--- src/rtl/seg_led_output.sv ---
// seg_led_output: CPU-writable output peripheral.
// Holds a 24-bit LED register, a 32-bit (8 x hex digit) display register and a
// digit mask, and time-multiplexes an 8-digit common-anode 7-segment display.
// Each digit slot starts with a short all-off window to suppress ghosting.
module seg_led_output #(
   parameter int SCAN_DIV     = 50000,
   parameter int BLANK_CYCLES = 2
) (
   input  logic        clock,
   input  logic        reset,
   input  logic        SegCtrl,
   input  logic        ioWrite,
   input  logic [2:0]  segAddr,
   input  logic [15:0] write_data,
   output logic [23:0] leds,
   output logic [7:0]  seg_out,
   output logic [7:0]  seg_en
);

   localparam int CW = (SCAN_DIV > 1) ? $clog2(SCAN_DIV) : 1;
   localparam logic [CW-1:0] CNT_LAST  = CW'(SCAN_DIV - 1);
   localparam logic [CW-1:0] CNT_BLANK = CW'(BLANK_CYCLES);

   // Hex nibble to active-low {g,f,e,d,c,b,a} segment pattern.
   function automatic logic [6:0] hex7(input logic [3:0] nib);
      logic [6:0] pat;
      case (nib)
         4'h0:    pat = 7'h40;
         4'h1:    pat = 7'h79;
         4'h2:    pat = 7'h24;
         4'h3:    pat = 7'h30;
         4'h4:    pat = 7'h19;
         4'h5:    pat = 7'h12;
         4'h6:    pat = 7'h02;
         4'h7:    pat = 7'h78;
         4'h8:    pat = 7'h00;
         4'h9:    pat = 7'h10;
         4'hA:    pat = 7'h08;
         4'hB:    pat = 7'h03;
         4'hC:    pat = 7'h46;
         4'hD:    pat = 7'h21;
         4'hE:    pat = 7'h06;
         4'hF:    pat = 7'h0E;
         default: pat = 7'h7F;
      endcase
      return pat;
   endfunction

   logic [23:0]   led_r;
   logic [31:0]   disp_r;
   logic [7:0]    mask_r;
   logic [CW-1:0] cnt_r;
   logic [2:0]    idx_r;
   logic [7:0]    seg_en_r;
   logic [7:0]    seg_out_r;

   logic          wr_en_s;
   logic [3:0]    digit_s;
   logic          blank_s;
   logic [7:0]    seg_en_s;
   logic [7:0]    seg_out_s;

   assign wr_en_s = SegCtrl & ioWrite;

   // CPU register file: LED halves, display halves and digit mask.
   always_ff @(posedge clock or posedge reset) begin
      if (reset) begin
         led_r  <= 24'h00_0000;
         disp_r <= 32'h0000_0000;
         mask_r <= 8'hFF;
      end else if (wr_en_s) begin
         case (segAddr)
            3'b000:  led_r[15:0]   <= write_data;
            3'b010:  led_r[23:16]  <= write_data[7:0];
            3'b100:  disp_r[15:0]  <= write_data;
            3'b110:  disp_r[31:16] <= write_data;
            3'b001:  mask_r        <= write_data[7:0];
            default: led_r         <= led_r;
         endcase
      end else begin
         led_r <= led_r;
      end
   end

   // Free-running slot counter and digit index; bus writes never disturb it.
   always_ff @(posedge clock or posedge reset) begin
      if (reset) begin
         cnt_r <= {CW{1'b0}};
         idx_r <= 3'd0;
      end else if (cnt_r == CNT_LAST) begin
         cnt_r <= {CW{1'b0}};
         idx_r <= idx_r + 3'd1;
      end else begin
         cnt_r <= cnt_r + {{(CW-1){1'b0}}, 1'b1};
      end
   end

   // Select the nibble belonging to the digit currently being scanned.
   always_comb begin
      digit_s = 4'h0;
      case (idx_r)
         3'd0:    digit_s = disp_r[3:0];
         3'd1:    digit_s = disp_r[7:4];
         3'd2:    digit_s = disp_r[11:8];
         3'd3:    digit_s = disp_r[15:12];
         3'd4:    digit_s = disp_r[19:16];
         3'd5:    digit_s = disp_r[23:20];
         3'd6:    digit_s = disp_r[27:24];
         3'd7:    digit_s = disp_r[31:28];
         default: digit_s = 4'h0;
      endcase
   end

   // Next display drive: dark during the blanking window or for masked digits.
   always_comb begin
      blank_s   = (cnt_r < CNT_BLANK) | ~mask_r[idx_r];
      seg_en_s  = 8'hFF;
      seg_out_s = 8'hFF;
      if (blank_s) begin
         seg_en_s  = 8'hFF;
         seg_out_s = 8'hFF;
      end else begin
         seg_en_s  = ~(8'b0000_0001 << idx_r);
         seg_out_s = {1'b1, hex7(digit_s)};
      end
   end

   // Display outputs are registered so the pins never see decode glitches.
   always_ff @(posedge clock or posedge reset) begin
      if (reset) begin
         seg_en_r  <= 8'hFF;
         seg_out_r <= 8'hFF;
      end else begin
         seg_en_r  <= seg_en_s;
         seg_out_r <= seg_out_s;
      end
   end

   assign leds    = led_r;
   assign seg_en  = seg_en_r;
   assign seg_out = seg_out_r;

endmodule

--- config.mk ---
export PLATFORM = sky130hd
export DESIGN_NAME = seg_led_output
export DESIGN_NICKNAME = d
export VERILOG_FILES = /design/src/rtl/seg_led_output.sv
export SDC_FILE = /design/constraint.sdc
export NUM_CORES = 1
export LEC_CHECK = 0
export CAP_MARGIN = 20
export CORE_ASPECT_RATIO = 0.7
export CORE_UTILIZATION = 58
export CTS_CLUSTER_DIAMETER = 80
export DETAILED_ROUTE_END_ITERATION = 7
export PLACE_DENSITY = 0.89
export SYNTH_ARGS = -nofsm -noshare
export SYNTH_HDL_FRONTEND = slang
export SYNTH_SLANG_ARGS = --single-unit
--- constraint.sdc ---
create_clock -name clock -period 7.9 [get_ports clock]
set_input_delay 1.58 -clock clock [delete_from_list [all_inputs] [get_ports clock]]
set_output_delay 1.58 -clock clock [all_outputs]
set_load 0.02 [all_outputs]
==> results by stage, run 1 <==
Setup path:
- The type of element capturing the critical path is a flip-flop.
- The type of the worst setup path is reg2reg.
- For the worst setup path, the data required time is 8.17 ns.
- The critical path's largest stage delay is 0.70 ns.
- STA puts the critical path data arrival time at 3.61 ns.
- The critical path goes through inv_1 > ha_1 > or4_4 > or2_4 > mux2i_2 > inv_1 > ha_1 > inv_1 > o21ai_0 > a21oi_1 > o21ai_1.
- The launching element type of the critical path is a flip-flop.
- The maximum fanout encountered on the critical timing path is 14.
- Counting stages on the worst path, the most repeated cell is inv_1.
- Among all stages on the critical path, the largest delay is contributed by dfrtp_1.

Layout:
- Fill cells in the final layout number 477.
- The number of nets in the layout is 436.
- The number of antenna diodes in the final layout is 0.
- Cells with a size suffix above 1 make up 30.1% of the layout.
- For this run, the share of the core covered by cells in the final layout is 72.6%.
- Leaving out filler cells and counting taps, the final layout contains 503.
- The area growth from synthesis to layout is 21.0%.

Logic synthesis:
- The largest total area in the synthesized netlist belongs to dfrtp_1.
- The post-synthesis sequential element count is 98.
- The commonest register cell after synthesis is dfrtp_1.
- The area share of fa/ha/maj cells after synthesis is 3.72%.
- Sorting the synthesized cells by how often they occur yields dfrtp_1 (75), mux2_2 (68), dfstp_2 (23), nand2_1 (23), nor2_1 (21).
- The synthesized design devotes to its leading area cell type 42.9% of total area.
- The dominant combinational cell family by area after synthesis is multiplexers.
- The register area share after synthesis is 56.7%.
- In the synthesized netlist the async set-or-reset flop fraction comes to 100%.
- The dominant cell by count in the synthesized netlist is dfrtp_1.
- The net count of the mapped netlist is 369.
- The mapped netlist covers 4370 um2.
- After synthesis, the share of cell area in mux cells is 20.8%.
- The synthesized netlist devotes 4.75% of its cell area to compound gates.
- A synthesized cell averages 13.1 um2.
- During synthesis, Yosys emitted a total of 0 warnings.
- The count of different cell masters after synthesis is 47.
- In the post-synthesis netlist, the biggest area contributors are dfrtp_1 (43%), mux2_2 (18%), dfstp_2 (14%).
- The count of flip-flops with a built-in enable after synthesis is 0.
- In the synthesized netlist, the number of instances is 333.
- Summing the areas of all xor and xnor instances in the mapped netlist gives 3.00% of the synthesized area.
- After Yosys synthesis, and, or, nand and nor cells account for 8.30% of the synthesized area.

Pwr:
- The worst ir drop on vdd is 0.157 mV.
- The power per standard cell area is 245 nW/um2.
- In this run the static leakage power is 2.25 nW.
- Summing internal, switching and leakage power gives 1.30 mW.

Placed design:
- Including well taps, the total number of placed cells is 486.
- Port buffering added 61 buffers.
- The weighted congestion at the end of routability-driven global placement is 0.863.
- Detailed placement ended at an HPWL of 6.40 mm.

STA:
- Headroom to the max-slew limit came out at 42.5%.
- The count of pins over their slew limit is 0.
- Between clock sinks in the finished design, the worst skew comes to 0.00556 ns.
- The final hold violation count is 0.
- The period utilization is 42.3%.
- Final hold analysis gives a worst-case slack of 0.455 ns.
- The transition at the pin with the smallest max-transition slack is 0.860 ns.
- For the final routed database, the setup TNS stands at 0 ns.
- Subtracting the final worst setup slack from the clock period gives 3.35 ns.
- Setup repair after global routing left no endpoint under its margin.
- For this run, the top clock speed supported by timing is 299 MHz.
- Setup violations remaining at the end of the flow were counted as 0.

Floorplanning:
- For this design the top-level I/O count stands at 63.
- The floorplan core area is 7290 um2.
- The floorplan die width is 106 um.
- In this run the vertical extent of the chip is 74.6 um.
- The number of rows in the core area is 26.
- The total die area is 7900 um2.
- The initial utilization of the core area, before any placement, comes to 60.0%.

Clocking:
- The clock reaches the later pin of the worst-skew pair after 0.36 ns.
- The number of gates resized after CTS is 0.
- Counting along the longest clock path gives a buffer depth of 2.
- The total setup buffers inserted after CTS is 0.
- The hold-fix buffer count after cts is 0.
- Buffers inserted during clock tree synthesis total 9.
- The CTS root buffer is clkbuf_8.
- Clock-pin slew was measured on the worst setup and hold paths at 0.09 ns.
- The CTS H-tree depth is 3.
- The TritonCTS clock tree is built.
- Counting every sink on the clock net gives 98.

Global routing:
- The initial antenna violation count is 0.
- The pin count of the biggest net entering global routing is 87.
- Across every metal layer, demand over resource in global routing totals 24.7%.
- The via count of the first global-routing pass came to 2784.
- The first global-routing pass estimated 14.4 mm of wire.
- Summed over all layers, the global routing overflow is 0.

Detailed routing:
- The detailed router used layers up to and including met4.
- The via total after detailed routing is 2850.
- The number of nets with antenna violations after routing is 0.
- The total length of routed met2 wires is 4.26 mm.
- The total routed wirelength is 9.18 mm.
- The routed design uses 529 um of met3 wire.
- The met1 wire length is 4.25 mm.
- The first detailed-routing pass took 4 iterations.
- In this run, the number of DRC markers left after iteration 0 of detailed routing was 92.
- The count of unresolved DRC violations after routing is 0.
- In the routed layout, each cell is associated on average with a via count of 5.67.
- Dividing the detail-routed wire length by the instance count gives 18.2 um.

Run:
- The tool flagged a number of max-cap violations equal to 0.

Worst hold path:
- The classification of the worst-slack hold path is reg2reg.

Run status:
- The flow ran to the end, and the final reports show no timing, DRC or antenna violations.
where the power goes:
part           total (mW)  switching (mW)  internal, mW
logic               0.327           0.156         0.171
registers           0.652          0.0464         0.605
clock network       0.321           0.167         0.154
total                1.30           0.369         0.930
cells by family after synthesis:
group,after synthesis
flip-flops,98
buffers and inverters,23
other,1
AND/OR/NAND/NOR,77
multiplexers,79
adder cells (fa/ha/maj),13
AO/OA/AOI/OAI,27
XOR/XNOR,15
cell type report:
class	instances	area, um2	share of cell area, %
clock buffers	11	141	2.67
flip-flops and latches	98	2480	46.9
repair buffers	65	661	12.5
well taps	98	123	2.32
multi-input cells	212	1780	33.6
clock inverters	5	55.1	1.04
inverters	14	53.8	1.02
placed cells by master, fill, tap and decap left out, types with 3 or more instances in the layout:
cell type	Yosys	final
dfrtp_1	75	75
mux2_2	68	68
clkdlybuf4s50_1	0	61
nand2_1	23	23
dfstp_2	23	23
nor2_1	21	21
inv_1	14	13
ha_1	13	13
nand3_1	10	10
clkbuf_8	0	10
xnor2_1	9	9
mux2i_1	7	7
xor2_1	6	6
nor3_1	5	5
nor4_1	4	4
o211ai_1	4	4
o21ai_0	3	3
and3_1	3	3
o22ai_1	3	3
o221ai_1	3	3
clkinv_2	0	3
buf_4	1	3
flip-flops by register name (all words and copies together), names as in the netlist:
name	flops
disp_r	32
leds	24
cnt_r	16
mask_r	8
seg_en	8
seg_out	7
idx_r	3
per-stage QoR:
| stage | worst slack [ns] | cell area [um2] |
|---|---|---|
| finish | 4.55 | 5290 |
| global route | 4.34 | 5290 |
| CTS | 4.59 | 5270 |
| detailed placement | 4.22 | 5070 |
| global placement | 4.39 | 5070 |
| floorplan | 3.80 | 4370 |
worst max-delay path: cells and delay by family (launching register included):
| kind | cells | cell delay, ns |
|---|---|---|
| DFF | 1 | 0.70 |
| muxes | 1 | 0.35 |
| adders and majority gates | 2 | 0.62 |
| AOI/OAI and AO/OA | 3 | 0.32 |
| and+or+nand+nor | 2 | 0.83 |
| buffers and inverters | 3 | 0.42 |
final timing paths:
check / startpoint / to / slack [ns] / cells past startpoint
worst max register to register: idx_r[2] / seg_out[3] / 4.55 / 11
max in group asynchronous: reset / mask_r[3] / 5.57 / 4
min in group asynchronous: reset / leds[11] / 1.44 / 2
worst min-delay path: cnt_r[0] / cnt_r[0] / 0.46 / 1
worst min register to register: cnt_r[0] / cnt_r[0] / 0.46 / 1
worst max-delay path: idx_r[2] / seg_out[3] / 4.55 / 11
layer usage:
layer  vias up  global-route usage, %
met5         -                      0
met3        15                   6.67
li1       1301                      -
met2        99                   38.9
met1      1435                   33.8
met4         0                   9.10
Note: power is estimated with default switching activity, not from simulation.
==> inputs of run 2 (changes only) <==
- CORE_UTILIZATION: 58 -> 49
- PLACE_DENSITY: 0.89 -> 0.81
- clock period: 7.9 -> 2.7 ns (I/O delays scaled with it)
==> results by stage, run 2 (same netlist as run 1, synthesis figures left out) <==
Run status:
- The flow ran to the end, and the final reports show no timing, DRC or antenna violations.

STA:
- The final-layout worst hold slack is 0.468 ns (+0.0126 ns).
- The final hold violation count was 0 (unchanged).
- The maximum achievable frequency is 383 MHz (+28%).
- The minimum clock period was 2.61 ns (-0.734 ns).
- The number of failing setup endpoints in the final timing report is 0 (unchanged).
- The transition at the pin with the smallest max-transition slack was 0.709 ns (-0.151 ns).
- The largest clock skew in the final design is 0.00466 ns (-0.000905 ns).
- The final setup TNS is 0 ns (unchanged).
- The headroom to the max-slew limit was 52.6% (+10 points).
- The minimum setup slack in the final design is 0.0889 ns (-4.47 ns).
- The count of pins over their slew limit came to 0 (unchanged).
- Setup repair after global routing could not meet its margin everywhere.
- The period utilization came to 96.7% (+54 points).

Layout:
- The layout overhead on the synthesized area is 27.4%.
- The footprint of the flip-flops and latches was 2480 um2 (about the same).
- The number of antenna repair diodes is 0 (unchanged).
- The number of filler instances in the final layout came to 692 (+45%).
- The count of non-filler cells in the finished layout is 545 (+8.3%).
- The register with the most flip-flops is disp_r.
- The number of flip-flops under the largest register name is 32 (unchanged).
- The number of nets in the layout is 456 (+4.6%).
- The total non-filler cell area in the finished layout is 5570 um2 (+5.2%).
- Leaving out fill and tap cells, the most frequent cell in the layout is dfrtp_1.
- The multi-input gate area in the final layout was 1800 um2 (+1.3%).
- The top cell types in the final layout, fill and taps aside, are dfrtp_1 (74), mux2_2 (68), clkdlybuf4s50_1 (61).
- The end-of-flow core utilization was 65.1% (-7.5 points).
- The fraction of final layout cells sized beyond drive strength 1 is 35.5% (+5.4 points).

Clocking:
- The insertion delay to the later sink of the worst-skew pair was 0.34 ns (-0.02 ns).
- The clock buffer count from CTS was 9 (unchanged).
- The hold-fix buffer count after cts is 0 (unchanged).
- The maximum buffer depth of the clock tree was 2 (unchanged).
- The clock edge transition at the registers on the reported setup and hold paths came to 0.07 ns (-0.02 ns).
- The CTS root buffer is clkbuf_16.
- The CTS H-tree depth is 3 (unchanged).
- The number of sinks handled by clock tree synthesis was 98 (unchanged).
- TritonCTS built the clock tree.

Run:
- The number of maximum-capacitance violations is 0 (unchanged).

Placed design:
- The detailed placement HPWL is 6.47 mm (+1.0%).
- The weighted congestion at the end of routability-driven global placement is 0.842 (-2.4%).
- The placed instance count was 527 (+8.4%).
- The number of buffers added on ports came to 61 (unchanged).
- The worst setup slack before clock tree synthesis came to -0.0494 ns (-4.27 ns).
- The cell area reported after detailed placement is 5260 um2 (+3.7%).

Pwr:
- The power per standard cell area is 728 nW/um2 (+200%).
- The final total power came to 4.06 mW (+210%).
- The worst ir drop on vdd came to 0.590 mV (+280%).
- The leakage power summed over all cells was 2.37 nW (+5.4%).

Floorplanning:
- The floorplan core area was 8550 um2 (+17%).
- The count of boundary I/O pins is 63 (unchanged).
- The die height is 81.0 um (+8.6%).
- The total die area is 9310 um2 (+18%).
- The number of rows in the core area was 28 (+7.7%).
- The effective utilization at floorplan is 51.2% (-8.9 points).
- The floorplan die width is 115 um (+8.6%).

Global routing:
- The total congestion overflow is 0 (unchanged).
- The global-route wire length before repair came to 15.0 mm (+3.5%).
- The initial antenna violation count is 0 (unchanged).
- The pin count of the biggest net entering global routing is 49 (-44%).
- The aggregate global-route resource usage is 21.5% (-3.2 points).
- The via count of the first global-routing pass is 2946 (+5.8%).

Worst hold path:
- The path class of the tightest hold or removal check is reg2reg.
- The worst hold path begins at cnt_r[0].
- The path with the worst hold slack has its endpoint at cnt_r[0].
- The count of cells along the worst hold path is 1 (unchanged).

Setup path:
- The depth of the worst register-to-register path was 10 (-1).
- The start of the worst register-to-register path is idx_r[1].
- The required time of the critical path is 2.97 ns (-5.20 ns).
- The maximum fanout encountered on the critical timing path is 5 (-9).
- The critical path is of the reg2reg type.
- The data arrival time of the critical path is 2.88 ns (-0.73 ns).
- STA classifies the critical path endpoint as a flip-flop.
- In this run the critical register-to-register path is captured at seg_out[3].
- The setup slack of the most critical reg-to-reg path was 0.09 ns (-4.47 ns).
- STA classifies the critical path startpoint as a flip-flop.

Detailed routing:
- The via total after detailed routing is 2889 (+1.4%).
- The per-cell routed wire length came to 16.4 um (-9.9%).
- The first-pass iteration count of the detailed router is 5 (+1).
- The post-detailed-route via-to-cell ratio is 5.30 (-6.4%).
- The total routed wirelength is 8.96 mm (-2.4%).
- The count of unresolved DRC violations after routing is 0 (unchanged).
- The initial DRC count is 183 (+99%).
- The number of nets with antenna violations after routing is 0 (unchanged).
-- run 2: how the worst max path moves through the flow --
stage / endpoint / slack (ns) / cells past startpoint / from
after floorplan: seg_out[3] / 0.01 / 10 / idx_r[0]
after global placement: seg_out[3] / 0.06 / 10 / idx_r[0]
after detailed placement: seg_out[0] / -0.05 / 10 / idx_r[0]
after CTS: seg_out[1] / 0.03 / 10 / idx_r[1]
after global routing: seg_out[0] / -0.04 / 12 / idx_r[1]
final: seg_out[3] / 0.09 / 10 / idx_r[1]
-- run 2: cell type report --
class	count	share of cell area, %
clock buffers	10	4.11
clock inverters	6	0.786
inverters	14	1.01
multi-input cells	212	32.3
flip-flops and latches	98	44.6
well taps	120	2.70
repair buffers	85	14.5
-- run 2: power by group --
group / internal (mW) / leakage, nW / switching (mW)
Clock: 0.626 / 0.132 / 0.537
Sequential: 1.77 / 1.18 / 0.135
Combinational: 0.525 / 1.06 / 0.460
-- run 2: timing repair --
action,4_1_cts,5_1_grt
gates resized for setup,2,7
setup buffers,1,1
gates cloned,0,0
pin swaps,2,3
setup endpoints to repair,6,7
-- run 2: layer usage --
metal	share of wire [%]	GRT usage [%]
met5	0	0
met4	0.95	5.84
met3	5.8	5.75
met2	44	33.0
met1	49	30.3
-- run 2: critical path: stages, from the launching register on --
cell	delay, ns
dfrtp_1	0.42
ha_2	0.20
ha_2	0.17
or4_4	0.52
or2_4	0.28
mux2_4	0.35
inv_2	0.07
ha_1	0.24
nor2_1	0.12
a211oi_2	0.06
o21ai_1	0.13
==> inputs of run 3 (changes only) <==
- CORE_UTILIZATION: 49 -> 30
- CTS_CLUSTER_SIZE: unset -> 16
- PLACE_DENSITY: 0.81 -> 0.56
==> results by stage, run 3 (same netlist as run 1, synthesis figures left out) <==
Run status:
- The flow ran to the end, and the final reports show no timing, DRC or antenna violations.

Layout:
- The layout overhead on the synthesized area is 30.0%.
- The number of antenna repair diodes came to 0 (unchanged).
- In the layout the commonest cells are dfrtp_1 (74), mux2_2 (68), clkdlybuf4s50_1 (61).
- The count of non-filler cells in the finished layout came to 618 (+13%).
- The fraction of final layout cells sized beyond drive strength 1 is 35.3% (-0.25 points).
- The number of flip-flops under the largest register name is 32 (unchanged).
- The most common library cell in the layout ignoring fill and taps is dfrtp_1.
- The number of nets in the layout is 459 (+0.66%).
- The register with the most flip-flops is disp_r.

Detailed routing:
- The per-cell routed wire length is 15.7 um (-4.4%).
- The via total after detailed routing came to 2875 (-0.48%).
- The met1 wire length is 5.29 mm (+20%).
- The initial DRC count came to 116 (-37%).
- The total routed wirelength is 9.71 mm (+8.4%).
- The post-detailed-route via-to-cell ratio came to 4.65 (-12%).
- The total length of routed met2 wires is 3.79 mm (-4.0%).
- The first-pass iteration count of the detailed router is 5 (unchanged).
- The wire length on met3 was 603 um (+15%).
- The number of nets with antenna violations after routing is 0 (unchanged).
- The count of unresolved DRC violations after routing came to 0 (unchanged).
- The highest layer touched by signal routing is met4.

Pwr:
- The leakage power summed over all cells is 2.39 nW (+0.81%).
- The worst ir drop on vdd is 0.344 mV (-42%).
- The power per standard cell area came to 728 nW/um2 (about the same).

Global routing:
- The via count of the first global-routing pass was 2966 (+0.68%).
- The aggregate global-route resource usage was 14.0% (-7.5 points).
- The initial antenna violation count came to 0 (unchanged).
- The global-route wire length before repair is 16.0 mm (+7.3%).
- The total congestion overflow is 0 (unchanged).
- The pin count of the biggest net entering global routing is 46 (-6.1%).

Clocking:
- The CTS H-tree depth is 3 (unchanged).
- The insertion delay to the later sink of the worst-skew pair was 0.34 ns (about the same).
- The hold-fix buffer count after cts came to 0 (unchanged).
- The maximum buffer depth of the clock tree is 2 (unchanged).
- The TritonCTS clock tree is built.
- The clock buffer count from CTS is 9 (unchanged).
- The number of sinks handled by clock tree synthesis is 98 (unchanged).
- The CTS root buffer is clkbuf_16.
- The clock edge transition at the registers on the reported setup and hold paths is 0.06 ns (about the same).

Placed design:
- The weighted congestion at the end of routability-driven global placement is 0.823 (-2.3%).
- The placed instance count came to 598 (+13%).
- The detailed placement HPWL was 7.11 mm (+9.9%).
- The number of buffers added on ports came to 61 (unchanged).

Setup path:
- The category of cells accounting for the largest share of critical-path delay is simple AND/OR/NAND/NOR gates.
- The worst setup path is launched from a flip-flop.
- The depth of the worst register-to-register path is 10 (unchanged).
- The startpoint identified for the worst register-to-register timing path is idx_r[1].
- The setup slack of the most critical reg-to-reg path is 0.04 ns (-0.05 ns).
- The maximum fanout encountered on the critical timing path came to 5 (unchanged).
- The count of buffer and inverter cells on the critical path is 1 (unchanged).
- The data arrival time of the critical path is 2.93 ns (+0.05 ns).
- The worst register-to-register path ends at seg_out[3].
- The cell with the largest stage delay on the worst path is or4_4.
- The critical path's largest stage delay is 0.54 ns (+0.02 ns).
- By startpoint and endpoint, the worst setup path is classified as reg2reg.
- STA classifies the critical path endpoint as a flip-flop.
- The signal on the critical path passes through ha_2 > ha_2 > or4_4 > or2_4 > mux2_4 > inv_2 > ha_1 > nor2_2 > a211oi_2 > o21ai_1.
- The required time of the critical path is 2.96 ns (about the same).
- The cell that appears most often on the critical path is ha_2.

Floorplanning:
- The die height is 103 um (+27%).
- The count of boundary I/O pins is 63 (unchanged).
- The floorplan die width is 146 um (+27%).
- The effective utilization at floorplan is 31.1% (-20 points).
- The floorplan core area is 14100 um2 (+64%).
- The total die area was 15100 um2 (+62%).
- The number of rows in the core area is 36 (+29%).

STA:
- The period utilization came to 98.6% (+1.9 points).
- The minimum clock period is 2.66 ns (+0.0520 ns).
- The number of failing setup endpoints in the final timing report was 0 (unchanged).
- The count of pins over their slew limit is 0 (unchanged).
- The final-layout worst hold slack is 0.464 ns (-0.00412 ns).
- The largest clock skew in the final design was 0.00449 ns (-0.000167 ns).
- Setup repair after global routing could not meet its margin everywhere.
- The maximum achievable frequency is 376 MHz (-2.0%).
- The final hold violation count was 0 (unchanged).

Worst hold path:
- The count of cells along the worst hold path is 1 (unchanged).
- The classification of the worst-slack hold path is reg2reg.
- The worst hold path terminates at cnt_r[0].
- The source of the worst hold timing path is cnt_r[0].

Run:
- The number of maximum-capacitance violations is 0 (unchanged).
## run 3: cell types whose count changed in the layout (fill, tap and decap cells not counted), sizes merged
| cell | delta |
|---|---|
| buf | +3 |
| clkbuf | +3 |
| clkinv | -3 |
| bufinv | +1 |
| clkinvlp | -1 |
## run 3: layout make-up
class                   instances  area, um2
clock buffers                  13        240
clock inverters                 3       40.0
fillers                      1372       8370
inverters                      14       56.3
multi-input cells             212       1800
flip-flops and latches         98       2480
well taps                     190        238
repair buffers                 88        830
## run 3: metal layers
layer | track usage, % | vias up
met5 | 0 | -
li1 | - | 1349
met1 | 20.6 | 1435
met2 | 19.5 | 86
met3 | 4.73 | 5
met4 | 3.61 | 0
## run 3: worst max-delay path by stage
stage	startpoint	to	slack, ns	depth (start not counted)
floorplan	idx_r[0]	seg_out[3]	0.01	10
global placement	idx_r[0]	seg_out[3]	0.08	10
detailed placement	idx_r[1]	seg_out[3]	0.009	10
CTS	idx_r[0]	seg_out[5]	0.003	10
global route	idx_r[1]	seg_out[3]	-0.05	10
finish	idx_r[1]	seg_out[3]	0.04	10
## run 3: what timing repair did
action,in CTS,in global routing
endpoints found under the setup margin,3,7
pin swaps,1,2
buffers inserted,1,3
gates resized for setup,0,9
## run 3: power breakdown
part	switching, mW	internal, mW
Sequential	0.129	1.77
Combinational	0.472	0.528
Clock	0.520	0.717
Total	1.12	3.02
## run 3: metrics by stage
| step | setup TNS [ns] | area (um2) | utilization (%) | power (mW) | worst slack [ns] |
|---|---|---|---|---|---|
| 6_report | 0 | 5690 | 40.5 | 4.14 | 0.0370 |
| 5_1_grt | -0.122 | 5690 | 40.5 | 4.35 | -0.0472 |
| 4_1_cts | 0 | 5640 | 40.1 | 4.19 | 0.00272 |
| 3_5_place_dp | 0 | 5350 | 38.1 | 2.92 | 0.00946 |
| 3_3_place_gp | 0 | 5350 | 38.1 | 2.90 | 0.0784 |
| 2_1_floorplan | 0 | 4390 | - | 2.48 | 0.0101 |
